==> src/rtl/load_store_unit.sv <==
// Byte/half/word load-store front end for a word-wide datamemory.
// Sub-word stores use read-modify-write; loads are sign/zero extended.
module load_store_unit #(
  parameter int DATA_WIDTH = 32,
  parameter int ADDR_WIDTH = 10
) (
  input  logic                  clk,
  input  logic                  rst_n,
  input  logic                  req_valid,
  output logic                  req_ready,
  input  logic                  req_we,
  input  logic [1:0]            req_size,
  input  logic                  req_signed,
  input  logic [DATA_WIDTH-1:0] req_addr,
  input  logic [DATA_WIDTH-1:0] req_wdata,
  output logic                  resp_valid,
  output logic [DATA_WIDTH-1:0] resp_rdata,
  output logic                  resp_err,
  output logic [ADDR_WIDTH-1:0] dm_addr,
  output logic                  dm_wr_rd,
  output logic [DATA_WIDTH-1:0] dm_din,
  input  logic [DATA_WIDTH-1:0] dm_dout
);
  localparam int NUM_LANES = DATA_WIDTH / 8;

  typedef enum logic [2:0] {IDLE, ACCESS, WAIT, WRITE, RESP} state_t;

  typedef struct packed {
    logic                  we;
    logic [1:0]            size;
    logic                  sgn;
    logic [ADDR_WIDTH+1:0] addr;
    logic [DATA_WIDTH-1:0] wdata;
  } req_t;

  state_t                state;
  req_t                  r;
  logic [DATA_WIDTH-1:0] mrg, merged, ld_data;
  logic [15:0]           lane;
  logic                  bad, word_st;
  logic                  unused_hi;

  assign bad = (req_size == 2'b11)
            || (req_size == 2'b01 && req_addr[0])
            || (req_size == 2'b10 && req_addr[1:0] != 2'b00);
  assign word_st   = r.we && (r.size == 2'b10);
  assign unused_hi = ^req_addr[DATA_WIDTH-1:ADDR_WIDTH+2];

  // Halves are always 2-byte aligned here, so one byte-granular shift serves both.
  assign lane = 16'(dm_dout >> {r.addr[1:0], 3'b000});

  always_comb begin
    ld_data = dm_dout;
    case (r.size)
      2'b00:   ld_data = {{(DATA_WIDTH-8){r.sgn & lane[7]}}, lane[7:0]};
      2'b01:   ld_data = {{(DATA_WIDTH-16){r.sgn & lane[15]}}, lane};
      default: ld_data = dm_dout;
    endcase
  end

  generate
    for (genvar b = 0; b < NUM_LANES; b++) begin : g_lane
      logic hit;
      assign hit = (r.size == 2'b00) ? (r.addr[1:0] == 2'(b))
                                     : (r.addr[1] == ((b / 2) != 0));
      assign merged[8*b +: 8] = !hit               ? dm_dout[8*b +: 8] :
                                (r.size == 2'b00)  ? r.wdata[7:0]      :
                                                     r.wdata[8*(b%2) +: 8];
    end
  endgenerate

  always_ff @(posedge clk or negedge rst_n) begin
    if (!rst_n) begin
      state      <= IDLE;
      r          <= '0;
      mrg        <= '0;
      resp_rdata <= '0;
      resp_err   <= 1'b0;
    end else begin
      case (state)
        IDLE: if (req_valid) begin
          r          <= '{we: req_we, size: req_size, sgn: req_signed,
                          addr: req_addr[ADDR_WIDTH+1:0], wdata: req_wdata};
          resp_rdata <= '0;
          resp_err   <= bad;
          state      <= bad ? RESP : ACCESS;
        end
        ACCESS: state <= word_st ? RESP : WAIT;
        WAIT: if (r.we) begin
          mrg   <= merged;
          state <= WRITE;
        end else begin
          resp_rdata <= ld_data;
          state      <= RESP;
        end
        WRITE:   state <= RESP;
        RESP:    state <= IDLE;
        default: state <= IDLE;
      endcase
    end
  end

  // Memory strobes come straight from state so an async reset drops them at once.
  assign req_ready  = (state == IDLE);
  assign resp_valid = (state == RESP);
  assign dm_wr_rd   = (state == WRITE) || (state == ACCESS && word_st);
  assign dm_addr    = (state == IDLE) ? '0 : r.addr[ADDR_WIDTH+1:2];

  always_comb begin
    dm_din = '0;
    if (state == WRITE)                dm_din = mrg;
    else if (state == ACCESS && word_st) dm_din = r.wdata;
  end
endmodule

==> config.mk <==
export PLATFORM = sky130hd
export DESIGN_NAME = load_store_unit
export DESIGN_NICKNAME = d
export VERILOG_FILES = /design/src/rtl/load_store_unit.sv
export SDC_FILE = /design/constraint.sdc
export NUM_CORES = 1
export LEC_CHECK = 0
export BUFFER_PORTS_ARGS = -buffer_cell sky130_fd_sc_hd__clkbuf_2
export CAP_MARGIN = 20
export CORE_ASPECT_RATIO = 1.2
export CORE_MARGIN = 10
export CORE_UTILIZATION = 28
export CTS_CLUSTER_SIZE = 12
export DETAILED_ROUTE_END_ITERATION = 8
export GPL_TIMING_DRIVEN = 1
export PLACE_DENSITY = 0.55
export SETUP_SLACK_MARGIN = 0.5
export SLEW_MARGIN = 20
export SYNTH_ARGS = -nofsm -noshare
export SYNTH_HDL_FRONTEND = slang
export SYNTH_SLANG_ARGS = --single-unit
==> constraint.sdc <==
create_clock -name clk -period 1.65 [get_ports clk]
set_input_delay 0.33 -clock clk [delete_from_list [all_inputs] [get_ports clk]]
set_output_delay 0.33 -clock clk [all_outputs]
set_load 0.01 [all_outputs]
==> metrics.txt <==
crit path DAT=1.98 ns; htree depth=4; setup TNS=-33.09 ns; Max-Slew Margin vs Limit=0.716; total gr overflow=0; IO Port Bufs=160; CTS root buf=clkbuf_16; first-pass GRT wire length=32,200 um; Crit path max-delay family=simple AND/OR/NAND/NOR gates; Yosys reg bits=116; CP max FO=16; Reg clk slew, reported paths=0.05 ns; Initial Util=0.285; Crit path buffers/inverters=3; kind of critical path=reg -> out; Slowest-stage cell, CP=dfrtp_2; Post-DP Area=7490 um2; Area Overhead vs Synth=68.8%; endpoints failing hold=0; pwr dens=1990 nW/um2; Max VDD drop=1.01 mV; vias post-DR=5,599; DRC viols=0; largest net degree at the start of global routing=72; Layout Cells excl Fill=1,138; met3 usage=0.0510; critical path data required time=1.32 ns; Num CTS Buffers=17; max-cap check violation count=0; leak pwr=4.93 nW; worst slew pin tran=0.427 ns; antenna-violating nets left=0; setup ws final=-0.661 ns; Fillers=1,909; Power Total=19.5 mW; Worst setup startpoint=r[45]; Sink Count=116; starting DRC count in detailed routing=272; total die area=26,900 um2; met2 Use GR=0.261; Yosys warnings=0; failing checks=setup timing; final instance area=9790 um2; Syn Area/Cell=9.62 um2; aggregate routed wire length=24,500 um; nets=962; Routed WL per cell=21.6 um; DP Cell Count=1,043; Slew Limit Fails=0; RSZ-0062 raised after global routing=yes; ranking of synthesized cells by area=dfrtp_1 (50%), nand2_1 (12%), mux2i_1 (7.9%); CP endpoint kind=output port; fmax=433 MHz; DP Wirelength=15,700 um; status=finished, violations left; initial antenna violation count=1; cells along the critical path=nand3b_1, nor4b_4, buf_6, clkbuf_16, a22o_1, buf_2; gr usage total=0.158; count of unique library cells instantiated by Yosys=42; Gate Count Post-Synth=603; clk_skew=0.00775 ns; time the worst path needs with I/O delays and setup=2.31 ns; Synth top area share=0.501; die height=178 um; Hold Crit Class=in -> reg; vias per inst=4.92; setup violators final=137; Multi-input gate area=3480 um2; grt peak-use layer=met2; cell taking the most area after synthesis=dfrtp_1; sequential area share after synthesis=0.501; row cnt=57; Post-Syn Area=5800 um2; clock tree buffer depth=2; Floorplan Core Area=20,300 um2; Worst-Skew Late Latency=0.42 ns; Storage cell area=2910 um2; placer's final routability congestion estimate=0.807; period utilization=1.40; TritonRoute pass-1 iters=4; beginning of the worst hold path=req_addr[10]; chip width=151 um; Worst Setup Start Kind=flop; Hold Worst Slack=0.105 ns; Worst R2R Start=state[2]; Syn Nets=706; CTS tree=done; # IOs=181; CP max stage delay=0.39 ns; vias in the first global route=5,358; share of layout cells above drive strength 1=0.557; M1 GR Usage=0.190
[per-stage QoR]
step / setup slack [ns] / utilization
after CTS: -0.616 / 0.410
after floorplan: -0.0849 / -
final: -0.661 / 0.482
after detailed placement: -0.183 / 0.368
after global routing: -0.710 / 0.481
after global placement: -0.192 / 0.368
[state kept, by name, indices dropped and copies added, names as in the netlist]
signal and count:
resp_rdata 32, mrg 32, r 48, resp_err 1, state 3
[cell usage in the layout, fill, tap and decap left out, types with 8 or more instances in the layout]
cell type / n
dfrtp_1: 111
clkbuf_2: 94
nand2_1: 92
nand2_2: 62
buf_4: 58
buf_6: 57
o21ai_1: 40
buf_2: 38
mux2i_1: 33
a22o_1: 32
clkbuf_16: 31
nand2_4: 26
a221o_1: 22
buf_12: 15
o21ai_2: 12
mux2_4: 9
nor2b_1: 9
nor2b_4: 8
mux2i_2: 8
[layout make-up]
cell class              count  share of cell area
repair buffers            282               0.255
inverters                   4             0.00153
clock inverters            10              0.0111
diodes                      2            0.000511
multi-input cells         438               0.355
clock buffers              21              0.0460
flip-flops and latches    116               0.297
well taps                 265              0.0339
[cell usage after synthesis]
cell type / number
a21o_1: 3
a21oi_1: 3
a21oi_2: 1
a221o_1: 22
a221oi_2: 1
a22o_1: 32
a22oi_1: 7
a2bb2oi_1: 1
a311o_1: 1
a31oi_1: 1
and2_1: 9
buf_1: 1
buf_2: 19
buf_4: 2
buf_6: 2
clkbuf_1: 23
dfrtp_1: 116
inv_1: 4
mux2_2: 11
mux2i_1: 46
mux4_2: 1
nand2_1: 181
nand2b_1: 1
nand3_1: 15
nand3b_1: 3
nand4_1: 1
nand4bb_1: 1
nor2_1: 11
nor2_2: 1
nor2b_1: 19
nor3_1: 3
nor3b_1: 1
nor4_4: 1
nor4b_2: 1
nor4b_4: 1
o21ai_0: 50
o21ai_1: 2
o21bai_1: 1
o31a_1: 1
o31ai_1: 1
or4_1: 1
or4b_4: 1
[routing by layer]
layer	share of wire	wire length (um)	vias to the layer above
met5	0	0	-
met4	0.023	567	0
met3	0.066	1630	34
met2	0.50	12400	157
met1	0.41	9980	2777
li1	-	-	2631
[path summary, 6_finish.rpt]
kind	cells past startpoint	to	slack, ns
worst max register to register	7	resp_rdata[16]	-0.18
worst min-delay path	3	r[42]	0.10
worst min register to register	2	r[30]	0.48
max in group asynchronous	3	resp_rdata[14]	0.81
min in group asynchronous	3	r[30]	0.44
worst max-delay path	6	dm_din[7]	-0.66
[kinds of logic after synthesis]
group	after synthesis	share of synthesized area
simple gates	251	0.194
mux	58	0.105
buf+inv	51	0.0410
flops	116	0.501
compound gates	127	0.159
[power by group]
group | switching (mW) | total (mW) | internal (mW)
clock | 1.34 | 3.58 | 2.24
sequential | 1.22 | 5.41 | 4.20
combinational | 4.98 | 10.5 | 5.52
[timing repair]
action / in CTS / in global routing
gates cloned: 3 / 22
hold endpoints to repair: 116 / 0
setup buffers: 8 / 28
endpoints found under the setup margin: 193 / 193
hold buffers: 1 / 0
pin swaps: 5 / 117
gates resized for setup: 54 / 291
[worst register-to-register path, delay by kind of cell, from the launching register on]
family	cells	cell delay [ns]
and+or+nand+nor	2	0.47
DFF	1	0.46
AOI/OAI and AO/OA	1	0.15
buffers and inverters	4	0.70
No activity file was read; power rests on OpenSTA's default activity.
